## src/rtl/control_fsm_pkg.sv

```systemverilog
// Shared constants for the instruction-sequencing control FSM: opcodes, condition
// codes, state encoding, write-back selects and instruction classes.
package control_fsm_pkg;

    localparam int DATA_W = 16;

    localparam logic [3:0] OP_REG   = 4'b0000;
    localparam logic [3:0] OP_MISC  = 4'b0100;
    localparam logic [3:0] OP_CMPI  = 4'b1011;
    localparam logic [3:0] OP_BCOND = 4'b1100;

    localparam logic [3:0] EXT_LOAD  = 4'b0000;
    localparam logic [3:0] EXT_STOR  = 4'b0100;
    localparam logic [3:0] EXT_JAL   = 4'b1000;
    localparam logic [3:0] EXT_CMP   = 4'b1011;
    localparam logic [3:0] EXT_JCOND = 4'b1100;

    localparam logic [3:0] CC_EQ  = 4'b0000;
    localparam logic [3:0] CC_NE  = 4'b0001;
    localparam logic [3:0] CC_CS  = 4'b0010;
    localparam logic [3:0] CC_CC  = 4'b0011;
    localparam logic [3:0] CC_HI  = 4'b0100;
    localparam logic [3:0] CC_LS  = 4'b0101;
    localparam logic [3:0] CC_GT  = 4'b0110;
    localparam logic [3:0] CC_LE  = 4'b0111;
    localparam logic [3:0] CC_FS  = 4'b1000;
    localparam logic [3:0] CC_FC  = 4'b1001;
    localparam logic [3:0] CC_LO  = 4'b1010;
    localparam logic [3:0] CC_HS  = 4'b1011;
    localparam logic [3:0] CC_LT  = 4'b1100;
    localparam logic [3:0] CC_GE  = 4'b1101;
    localparam logic [3:0] CC_UC  = 4'b1110;
    localparam logic [3:0] CC_JAL = 4'b1111;

    typedef enum logic [2:0] {
        S_IDLE   = 3'd0,
        S_FETCH  = 3'd1,
        S_DECODE = 3'd2,
        S_EXEC   = 3'd3,
        S_MEM    = 3'd4,
        S_PCUPD  = 3'd5
    } state_t;

    localparam logic [1:0] WB_ALU  = 2'd0;
    localparam logic [1:0] WB_MEM  = 2'd1;
    localparam logic [1:0] WB_LINK = 2'd2;

    localparam logic [2:0] IC_ALU   = 3'd0;
    localparam logic [2:0] IC_CMP   = 3'd1;
    localparam logic [2:0] IC_LOAD  = 3'd2;
    localparam logic [2:0] IC_STOR  = 3'd3;
    localparam logic [2:0] IC_BCOND = 3'd4;
    localparam logic [2:0] IC_JCOND = 3'd5;
    localparam logic [2:0] IC_JAL   = 3'd6;
    localparam logic [2:0] IC_UNDEF = 3'd7;

endpackage

```

## src/rtl/control_fsm_instr_decode.sv

```systemverilog
// Combinational instruction classifier (opcode/ext -> class).
// TRON_JAL_EN defined: opcode 0100 ext 1000 decodes as JAL; otherwise it is undefined.
module instr_decode
    import control_fsm_pkg::*;
(
    input  logic [3:0] i_opcode,
    input  logic [3:0] i_ext,
    output logic [2:0] o_class
);

    always_comb begin
        o_class = IC_ALU;
        if (i_opcode == OP_MISC) begin
            case (i_ext)
                EXT_LOAD:  o_class = IC_LOAD;
                EXT_STOR:  o_class = IC_STOR;
                EXT_JCOND: o_class = IC_JCOND;
`ifdef TRON_JAL_EN
                EXT_JAL:   o_class = IC_JAL;
`else
                EXT_JAL:   o_class = IC_UNDEF;
`endif
                default:   o_class = IC_UNDEF;
            endcase
        end else if (i_opcode == OP_BCOND) begin
            o_class = IC_BCOND;
        end else if (i_opcode == OP_CMPI || (i_opcode == OP_REG && i_ext == EXT_CMP)) begin
            o_class = IC_CMP;
        end
    end

endmodule

```

## src/rtl/control_fsm.sv

```systemverilog
// Instruction sequencing FSM: IDLE -> FETCH -> DECODE -> (EXEC | MEM) -> PCUPD.
// TRON_JAL_EN (in instr_decode) enables JAL with link write-back and flag_op=1111 in PCUPD.
module control_fsm
    import control_fsm_pkg::*;
#(
    parameter int WIDTH = DATA_W
) (
    input  logic             clk,
    input  logic             reset,
    input  logic             run,
    input  logic [WIDTH-1:0] mem_rdata,
    input  logic             mem_ready,
    output logic             mem_req,
    output logic             mem_we,
    output logic             mem_addr_sel,
    output logic [WIDTH-1:0] ir,
    output logic [3:0]       flag_op,
    output logic [WIDTH-1:0] immediate,
    output logic             pc_add,
    output logic             pc_branch,
    output logic             pc_jump,
    output logic             reg_write,
    output logic [1:0]       wb_sel,
    output logic             flag_write,
    output logic [2:0]       state
);

    state_t           r_state;
    logic [WIDTH-1:0] r_ir;
    logic             r_mem_req;
    logic             r_mem_we;
    logic             r_mem_addr_sel;
    logic             r_reg_write;
    logic [1:0]       r_wb_sel;
    logic             r_flag_write;
    logic             r_pc_add;
    logic             r_pc_branch;
    logic             r_pc_jump;
    logic             r_flag_jal;
    logic [2:0]       w_class;
    logic             w_load_wr;

    instr_decode u_decode (
        .i_opcode (r_ir[15:12]),
        .i_ext    (r_ir[7:4]),
        .o_class  (w_class)
    );

    // Memory handshake: mem_req (with mem_we/mem_addr_sel) rises on entry to FETCH or MEM
    // and is held unchanged until a cycle with mem_ready; the transfer completes on that edge.
    always_ff @(posedge clk or posedge reset) begin
        if (reset) begin
            r_state        <= S_IDLE;
            r_ir           <= '0;
            r_mem_req      <= 1'b0;
            r_mem_we       <= 1'b0;
            r_mem_addr_sel <= 1'b0;
            r_reg_write    <= 1'b0;
            r_wb_sel       <= WB_ALU;
            r_flag_write   <= 1'b0;
            r_pc_add       <= 1'b0;
            r_pc_branch    <= 1'b0;
            r_pc_jump      <= 1'b0;
            r_flag_jal     <= 1'b0;
        end else begin
            r_reg_write  <= 1'b0;
            r_wb_sel     <= WB_ALU;
            r_flag_write <= 1'b0;
            r_pc_add     <= 1'b0;
            r_pc_branch  <= 1'b0;
            r_pc_jump    <= 1'b0;
            r_flag_jal   <= 1'b0;
            case (r_state)
                S_IDLE: begin
                    if (run) begin
                        r_state        <= S_FETCH;
                        r_mem_req      <= 1'b1;
                        r_mem_we       <= 1'b0;
                        r_mem_addr_sel <= 1'b0;
                    end
                end
                S_FETCH: begin
                    if (mem_ready) begin
                        r_ir      <= mem_rdata;
                        r_mem_req <= 1'b0;
                        r_state   <= S_DECODE;
                    end
                end
                S_DECODE: begin
                    case (w_class)
                        IC_LOAD, IC_STOR: begin
                            r_state        <= S_MEM;
                            r_mem_req      <= 1'b1;
                            r_mem_addr_sel <= 1'b1;
                            r_mem_we       <= (w_class == IC_STOR);
                        end
                        IC_BCOND: begin
                            r_state     <= S_PCUPD;
                            r_pc_branch <= 1'b1;
                        end
                        IC_JCOND: begin
                            r_state   <= S_PCUPD;
                            r_pc_jump <= 1'b1;
                        end
                        IC_JAL: begin
                            r_state     <= S_PCUPD;
                            r_pc_jump   <= 1'b1;
                            r_reg_write <= 1'b1;
                            r_wb_sel    <= WB_LINK;
                            r_flag_jal  <= 1'b1;
                        end
                        IC_UNDEF: begin
                            r_state  <= S_PCUPD;
                            r_pc_add <= 1'b1;
                        end
                        default: begin
                            r_state      <= S_EXEC;
                            r_reg_write  <= (w_class != IC_CMP);
                            r_flag_write <= 1'b1;
                        end
                    endcase
                end
                S_EXEC: begin
                    r_state  <= S_PCUPD;
                    r_pc_add <= 1'b1;
                end
                S_MEM: begin
                    if (mem_ready) begin
                        r_mem_req      <= 1'b0;
                        r_mem_we       <= 1'b0;
                        r_mem_addr_sel <= 1'b0;
                        r_pc_add       <= 1'b1;
                        r_state        <= S_PCUPD;
                    end
                end
                S_PCUPD: begin
                    if (run) begin
                        r_state        <= S_FETCH;
                        r_mem_req      <= 1'b1;
                        r_mem_we       <= 1'b0;
                        r_mem_addr_sel <= 1'b0;
                    end else begin
                        r_state <= S_IDLE;
                    end
                end
                default: begin
                    r_state        <= S_IDLE;
                    r_mem_req      <= 1'b0;
                    r_mem_we       <= 1'b0;
                    r_mem_addr_sel <= 1'b0;
                end
            endcase
        end
    end

    // Load write-back must coincide with the mem_ready cycle, so it cannot be registered.
    assign w_load_wr = (r_state == S_MEM) && (w_class == IC_LOAD) && mem_ready;

    assign mem_req      = r_mem_req;
    assign mem_we       = r_mem_we;
    assign mem_addr_sel = r_mem_addr_sel;
    assign ir           = r_ir;
    assign flag_op      = r_flag_jal ? CC_JAL : r_ir[11:8];
    assign immediate    = {{(WIDTH-8){r_ir[7]}}, r_ir[7:0]};
    assign pc_add       = r_pc_add;
    assign pc_branch    = r_pc_branch;
    assign pc_jump      = r_pc_jump;
    assign reg_write    = r_reg_write | w_load_wr;
    assign wb_sel       = w_load_wr ? WB_MEM : r_wb_sel;
    assign flag_write   = r_flag_write;
    assign state        = r_state;

endmodule

```

## config.mk

```make
export PLATFORM = sky130hd
export DESIGN_NAME = control_fsm
export DESIGN_NICKNAME = d
export VERILOG_FILES = /design/src/rtl/control_fsm_pkg.sv /design/src/rtl/control_fsm_instr_decode.sv /design/src/rtl/control_fsm.sv
export SDC_FILE = /design/constraint.sdc
export NUM_CORES = 1
export LEC_CHECK = 0
export ABC_AREA = 1
export CAP_MARGIN = 15
export CORE_MARGIN = 10
export CORE_UTILIZATION = 35
export DETAILED_ROUTE_END_ITERATION = 12
export GPL_TIMING_DRIVEN = 0
export PLACE_DENSITY = 0.69
export SKIP_CTS_REPAIR_TIMING = 1
export SKIP_LAST_GASP = 1
export SYNTH_ARGS = -nofsm -noshare
export SYNTH_HDL_FRONTEND = slang
export SYNTH_SLANG_ARGS = --single-unit
```

## constraint.sdc

```tcl
create_clock -name clk -period 2.9 [get_ports clk]
set_clock_uncertainty 0.1 [all_clocks]
set_input_delay 0.435 -clock clk [delete_from_list [all_inputs] [get_ports clk]]
set_output_delay 0.435 -clock clk [all_outputs]
set_load 0.01 [all_outputs]
```

After elaboration in Yosys (flattened, before gate mapping). Cells that the tools add are included.

Word-level logic and storage cells: 93. Input bits: 20. Bits in latches: 0. Memories kept: 0. ROM bits: 0. RAM bits: 0. Register bits: 30.

Bitwise operators: 3. Add/subtract/negate cells: 0. Div/mod/pow operators: 0. Multiply operators: 0. Mux-type cells: 35. Shift-type cells: 0. Reduce and logical (&&, ||, !) cells: 19. $lt $le $gt $ge: 0. Equal/unequal tests: 24.

Operators by type and width (number): equality test 3 bit, second input constant (6); two-way mux 1 bit (18); case mux 3 bit (6 select lines) (1); equality test 4 bit, second input constant (4); two-way mux 3 bit (5); equality test 3 x 2 -> 1 bit, second input constant (4); case mux 1 bit (4 select lines) (3); OR reduction 2 bit (5); case mux 3 bit (3 select lines) (1); equality test 4 x 3 -> 1 bit, second input constant (2); zero test 4 bit (2); inequality test 2 bit, second input constant (4); AND reduction 4 bit (2); two-way mux 2 bit (3); case mux 3 bit (2 select lines) (1); OR reduction 6 bit (1); OR reduction 5 bit (1); two-way mux 4 bit (1); inequality test 2 x 1 -> 1 bit, second input constant (2); OR reduction 4 bit (1); equality test 3 x 1 -> 1 bit, second input constant (1); logical AND 1 bit (3); zero test 3 bit (1); inequality test 3 x 1 -> 1 bit, second input constant (1); 7 further kinds (8).

Logic depth before layout (Yosys ltp). Gate-level depths: netlist (run 1).

Depth after elaboration: 10. Mapped depth: 9. Depth with buffers taken out: 9.

Cells and area by module. From an unflattened synthesis (run 1), not the netlist that was laid out.

Cells, all modules: 200. Area total of the unflattened synthesis: 1545.2 um^2.

Modules (own cells, without submodules): control_fsm (cells an instance 173, instances 1, area an instance 1417.6 um^2); instr_decode (cells an instance 27, instances 1, area an instance 127.6 um^2).

Least setup slack after synthesis (run 1). Ideal clock, no wire load.

Path type: register to output. Start point: register r_ir[13], in the netlist ir[13]. End point: output port wb_sel[0]. Required time: 2.365 ns. Setup slack: 1.113 ns. Data arrival time: 1.252 ns. Stages on the path, launching flop included: 7. Cell sequence: dfrtp_1 > nor2_1 > nand2_1 > nor2_1 > nand3_1 > nor3_1 > buf_4.

Cells in the longest elaborated chain, start to end: 10. Elaborated cells between the ends (all ways): 13. Classes of those cells: 4 x eq/ne; 4 x mux; 5 x reduce/logical.

Ends and longest elaborated chain: start: declaration (RTL line control_fsm.sv:29) `logic [WIDTH-1:0] r_ir;`; start signal: assignment (RTL line control_fsm.sv:84) `r_ir <= mem_rdata;`; zero test 4 bit (RTL line control_fsm_instr_decode.sv:27) `end else if (i_opcode == OP_CMPI || (i_opcode == OP_REG && i_ext == EXT_CMP)) begin`; logical AND 1 bit (RTL line control_fsm_instr_decode.sv:27); logical OR 1 bit (RTL line control_fsm_instr_decode.sv:27); two-way mux 1 bit (RTL line control_fsm_instr_decode.sv:27); two-way mux 3 bit (RTL line control_fsm_instr_decode.sv:25) `end else if (i_opcode == OP_BCOND) begin`; two-way mux 3 bit (*) (RTL line control_fsm_instr_decode.sv:13) `if (i_opcode == OP_MISC) begin`; equality test 3 x 2 -> 1 bit (*) (RTL line control_fsm.sv:157) `assign w_load_wr = (r_state == S_MEM) && (w_class == IC_LOAD) && mem_ready;`; logical AND 1 bit (*) (2 in a row) (RTL line control_fsm.sv:157); net w_load_wr (RTL line control_fsm.sv:41) `logic w_load_wr;`; two-way mux 2 bit (*) (RTL line control_fsm.sv:169) `assign wb_sel = w_load_wr ? WB_MEM : r_wb_sel;`; end: declaration (RTL line control_fsm.sv:23) `output logic [1:0] wb_sel,`.

The timed path passes the listed nets; every way through them passes the cells marked *.

Worst setup path in the final report (run 1).
Start point: input port mem_ready. End point: output port wb_sel[0].

Cells in the longest elaborated chain, start to end: 2.

Ends and longest elaborated chain: start: declaration (RTL line control_fsm.sv:12) `input logic mem_ready,`; logical AND 1 bit (RTL line control_fsm.sv:157); net w_load_wr (RTL line control_fsm.sv:41); two-way mux 2 bit (RTL line control_fsm.sv:169).

The timed path passes the listed nets, and every way through them passes these cells.

==> results of run 1 <==
-- worst max-delay path: cells and delay by family --
family        cells  cell delay [ps]
simple gates      2              390
buf+inv           5             1430
-- worst min path at each step --
stage               cells after the start    startpoint  slack [ps]            to
floorplan                               1         reset         400    flag_write
global placement                        2  mem_addr_sel         360  mem_addr_sel
detailed placement                      2       mem_req         360       mem_req
CTS                                     2       mem_req         390       mem_req
global route                            2         reset         360      state[0]
finish                                  2         reset         320      state[0]
-- cells by family (layout without fill, tap and decap cells) --
group / after synthesis / in the layout / share of synthesized area
other: 1 / 1 / 0.00243
multiplexers: 8 / 8 / 0.0681
AND/OR/NAND/NOR: 93 / 93 / 0.272
flip-flops: 28 / 28 / 0.454
buffers and inverters: 44 / 117 / 0.153
AO/OA/AOI/OAI: 15 / 15 / 0.0503
-- sequential cells by signal, indices dropped and copies added (netlist names) --
| register | count |
|---|---|
| flag_write | 1 |
| ir | 16 |
| mem_addr_sel | 1 |
| mem_req | 1 |
| mem_we | 1 |
| pc_add | 1 |
| pc_branch | 1 |
| pc_jump | 1 |
| r_reg_write | 1 |
| r_wb_sel | 1 |
| state | 3 |
-- area by class of cell --
type | instances | area (um2)
plain buffers | 19 | 143
clock buffers | 3 | 41.3
clock inverters | 1 | 30.0
fillers | 407 | 1930
inverters | 25 | 93.8
multi-input cells | 117 | 608
flip-flops and latches | 28 | 701
well taps | 52 | 65.1
repair buffers | 69 | 708
-- cells in the final DEF (no fill, tap or decap), drive strengths merged --
| cell type | netlist | final |
|---|---|---|
| a21oi | 10 | 10 |
| buf | 18 | 19 |
| bufinv | 0 | 1 |
| clkbuf | 1 | 4 |
| clkdlybuf4s50 | 0 | 68 |
| conb | 1 | 1 |
| dfrtp | 28 | 28 |
| inv | 25 | 25 |
| mux2 | 8 | 8 |
| nand2 | 39 | 39 |
| nand3 | 15 | 15 |
| nand4 | 5 | 5 |
| nor2 | 27 | 27 |
| nor3 | 3 | 3 |
| o21a | 1 | 1 |
| o21ai | 4 | 4 |
| or2 | 4 | 4 |
-- cells in the mapped netlist (2+ instances only) --
cell type	instances	area, um2
nor2_1	25	93.8
nor3_1	3	15.0
or2_2	4	25.0
o21ai_0	4	20.0
nand4_1	5	31.3
a21oi_1	10	50.1
inv_1	25	93.8
nand2_1	37	139
mux2_2	4	45.0
nor2_4	2	22.5
mux2_4	4	60.1
dfrtp_1	28	701
buf_4	17	128
nand3_1	15	75.1
-- per-stage QoR --
step,util,power [W],setup WS [ps],cell area [um2],std cells
finish,0.553,0.00247,112,2390,314
global placement,0.529,0.00216,120,2290,309
detailed placement,0.529,0.00219,125,2290,309
floorplan,-,0.00148,1110,1540,189
global route,0.553,0.00268,5.54,2390,314
CTS,0.546,0.00250,66.8,2360,313
-- layer usage --
| metal | track usage | wire (um) |
|---|---|---|
| met2 | 0.168 | 1810 |
| met5 | 0 | 0 |
| met3 | 0.0675 | 544 |
| met4 | 0.0309 | 31 |
| met1 | 0.117 | 1620 |
-- power breakdown --
part / internal, W / switching (W)
logic: 0.000835 / 0.000624
registers: 0.000547 / 0.000156
clock network: 0.000185 / 0.000128
==> impl_metrics.env, run 1 <==
export IMPL_finalHoldViolations=0
export IMPL_hpwlAfterDp_mm=3.20
export IMPL_async_flop_share=1.00
export IMPL_yosysUniqueCellTypes=20
export IMPL_status="finished clean"
export IMPL_nNetsFinal=283
export IMPL_startpoint="mem_ready"
export IMPL_reg2reg_setup_slack_ps=1340
export IMPL_drt_wl_total_mm=4.00
export IMPL_grt_max_degree=29
export IMPL_rr_startpoint="ir[12]"
export IMPL_viasPerCell=4.47
export IMPL_grt_ovfl_total=0
export IMPL_min_period_ps=2790
export IMPL_worst_ir_drop_vdd_v=0.000555
export IMPL_syn_nets=209
export IMPL_portBuffers=68
export IMPL_synthFlopType="dfrtp_1"
export IMPL_synthToLayoutAreaGrowth_pct=54.9
export IMPL_grt_pass1_vias=1460
export IMPL_required_ps=2370
export IMPL_root_buffer="clkbuf_8"
export IMPL_gp_congestion=0.848
export IMPL_leakage_nw=1.16
export IMPL_drt_pass1_iter_count=4
export IMPL_vias=1403
export IMPL_synthCells=189
export IMPL_rr_endpoint="mem_we"
export IMPL_slowest_stage="clkdlybuf4s50_1"
export IMPL_worstSetupPathType="in -> out"
export IMPL_start_util=0.357
export IMPL_synth_edff_count=0
export IMPL_cp_max_fo=4
export IMPL_post_route_drc_count=0
export IMPL_ys_seq_area_frac=0.454
export IMPL_placementRows=24
export IMPL_track_usage=0.107
export IMPL_min_path_type="in -> async"
export IMPL_layout_drive_gt1_share=0.153
export IMPL_setup_viol=0
export IMPL_yosysWarnings=0
export IMPL_cts_reportedPaths_clkPinSlew_ps=100
export IMPL_rsz0062_at_grt="false"
export IMPL_final_setup_tns_ps=0
export IMPL_h_tree_depth=1
export IMPL_antenna_left=0
export IMPL_die_h_um=86.4
export IMPL_ios=69
export IMPL_grt_first_pass_wirelength_mm=6.65
export IMPL_timing_critical_path_to="wb_sel[0]"
export IMPL_syn_area_per_cell_um2=8.16
export IMPL_cts_sinks=28
export IMPL_clk_path_buf_depth=2
export IMPL_critPathMaxStageDelay_ps=590
export IMPL_fin_crit_sh=0.961
export IMPL_cp_cell_sequence="clkdlybuf4s50_1, inv_1, nor2_1, inv_1, nor3_1, buf_4, clkdlybuf4s50_1"
export IMPL_drv_cap=0
export IMPL_syn_area_um2=1540
export IMPL_diodes=0
export IMPL_p_per_area_nw_per_um2=1040
export IMPL_yosys_register_bits=28
export IMPL_dieArea_um2=7460
export IMPL_report_final_slew_viol_count=0
export IMPL_routedWlPerCell_um=12.7
export IMPL_end_kind="primary output"
export IMPL_clock_latency_ps=280
export IMPL_max_freq_ghz=0.359
export IMPL_cts_tree="built"
export IMPL_antenna_found_initial=0
export IMPL_die_w_um=86.4
export IMPL_hold_slack_ps=324
export IMPL_worst_r2r_cell_count=9
export IMPL_core_um2=4320
export IMPL_cp_start_kind="primary input"
export IMPL_drtIter0Drc=89
export IMPL_cp_arrival_ps=2250
export IMPL_cts_inserted_buffers=3
No activity file was read; power rests on OpenSTA's default activity.
==> inputs of run 2 (changes only) <==
CORE_MARGIN = not set   (was 10)
GPL_TIMING_DRIVEN = not set   (was 0)
MAX_ROUTING_LAYER = met4   (was not set)
==> impl_metrics.env, run 2 (synthesized netlist as in run 1, its figures left out) <==
export IMPL_crit_buf_inv=1
export IMPL_p_total_w=0.00224
export IMPL_rr_startpoint="ir[13]"
export IMPL_cts_tree="built"
export IMPL_min_path_type="in -> async"
export IMPL_grt_pass1_vias=1285
export IMPL_clk_path_buf_depth=2
export IMPL_status="finished clean"
export IMPL_fillers=409
export IMPL_dieArea_um2=4680
export IMPL_grt_max_degree=25
export IMPL_final_setup_tns_ps=0
export IMPL_cts_sinks=28
export IMPL_ios=69
export IMPL_largest_register_ffs=16
export IMPL_worst_ir_drop_vdd_v=0.000537
export IMPL_cts_reportedPaths_clkPinSlew_ps=90
export IMPL_hold_slack_ps=307
export IMPL_grt_ovfl_total=0
export IMPL_synthToLayoutAreaGrowth_pct=43.5
export IMPL_grt_first_pass_wirelength_mm=5.63
export IMPL_placementRows=23
export IMPL_routedWlPerCell_um=12.0
export IMPL_antenna_found_initial=0
export IMPL_utilization=0.538
export IMPL_end_kind="primary output"
export IMPL_track_usage=0.168
export IMPL_viasPerCell=4.57
export IMPL_hpwlAfterDp_mm=2.73
export IMPL_cp_start_kind="flip-flop"
export IMPL_rr_endpoint="state[0]"
export IMPL_report_final_slew_viol_count=0
export IMPL_critPathMaxStageDelay_ps=560
export IMPL_drt_pass1_iter_count=4
export IMPL_drtIter0Drc=41
export IMPL_cts_inserted_buffers=3
export IMPL_cp_cell_sequence="nor2_1, nand2_1, nor2_1, nand3_1, nor3_1, clkdlybuf4s50_1"
export IMPL_slowest_stage="clkdlybuf4s50_1"
export IMPL_reg2reg_setup_slack_ps=1210
export IMPL_rsz0062_at_grt="false"
export IMPL_portBuffers=68
export IMPL_fin_crit_sh=0.944
export IMPL_drv_cap=0
export IMPL_min_period_ps=2740
export IMPL_cpMostUsedCell="nor2_1"
export IMPL_start_util=0.375
export IMPL_nNetsFinal=265
export IMPL_core_um2=4120
export IMPL_cp_arrival_ps=2200
export IMPL_final_common_cell="clkdlybuf4s50_1"
export IMPL_layout_drive_gt1_share=0.0902
export IMPL_finalHoldViolations=0
export IMPL_required_ps=2370
export IMPL_vias=1344
export IMPL_worstSetupPathType="reg -> out"
export IMPL_place_worst_setup_slack_ps=323
export IMPL_max_freq_ghz=0.365
export IMPL_post_route_drc_count=0
export IMPL_worst_r2r_cell_count=8
export IMPL_drt_wl_total_mm=3.52
export IMPL_die_h_um=68.4
export IMPL_clock_latency_ps=270
export IMPL_leakage_nw=1.07
export IMPL_p_per_area_nw_per_um2=1010
export IMPL_cp_top_family="simple AND/OR/NAND/NOR gates"
export IMPL_layout_setup_ws_ps=161
export IMPL_antenna_left=0
export IMPL_gp_congestion=0.805
export IMPL_root_buffer="clkbuf_8"
export IMPL_final_cell_mix="clkdlybuf4s50_1 (68), nand2_1 (37), dfrtp_1 (28)"
export IMPL_diodes=0
export IMPL_die_w_um=68.4
export IMPL_cp_depth=6
export IMPL_cp_max_fo=5
export IMPL_setup_viol=0
export IMPL_h_tree_depth=1
[run 2: cell count changes in the layout (fill, tap and decap cells not counted), sizes merged]
cell    previous run  this run
buf               19         2
bufinv             1         0
[run 2: worst max-delay path by stage]
stage	start	endpoint	slack, ps
after global placement	mem_ready	wb_sel[0]	350
after global routing	ir[13]	wb_sel[0]	1
final	ir[13]	wb_sel[0]	160
after CTS	ir[13]	wb_sel[0]	160
after detailed placement	mem_ready	wb_sel[0]	320
after floorplan	ir[13]	wb_sel[0]	1110
[run 2: stage by stage]
stage	instance area [um2]	instances
2_1_floorplan	1540	189
3_3_place_gp	2160	290
3_5_place_dp	2160	290
4_1_cts	2210	294
5_1_grt	2210	294
6_report	2210	294
[run 2: power breakdown]
| group | total, W | internal, W | switching (W) | leakage [nW] |
|---|---|---|---|---|
| clock network | 0.000244 | 0.000122 | 0.000122 | 0.0288 |
| registers | 0.000705 | 0.000548 | 0.000158 | 0.338 |
| logic | 0.00130 | 0.000704 | 0.000592 | 0.700 |
[run 2: routing by layer]
metal / global-route usage / part of all wire / up-vias
li1: - / - / 687
met1: 0.206 / 0.44 / 600
met2: 0.282 / 0.48 / 55
met3: 0.0283 / 0.069 / 2
met4: 0.0469 / 0.0054 / 0
met5: - / 0 / -
[run 2: cell type report]
cell class	instances	area, um2	area share
Tap cell	50	62.6	0.0283
Clock buffer	4	55.1	0.0249
Sequential cell	28	701	0.317
Inverter	25	93.8	0.0424
Multi-Input combinational cell	117	606	0.274
Timing Repair Buffer	70	696	0.314
==> inputs of run 3 (changes only) <==
SKIP_CTS_REPAIR_TIMING = not set   (was 1)
==> results of run 3 <==
Same layout as run 2: the final DEF is identical, and so are final timing and power.
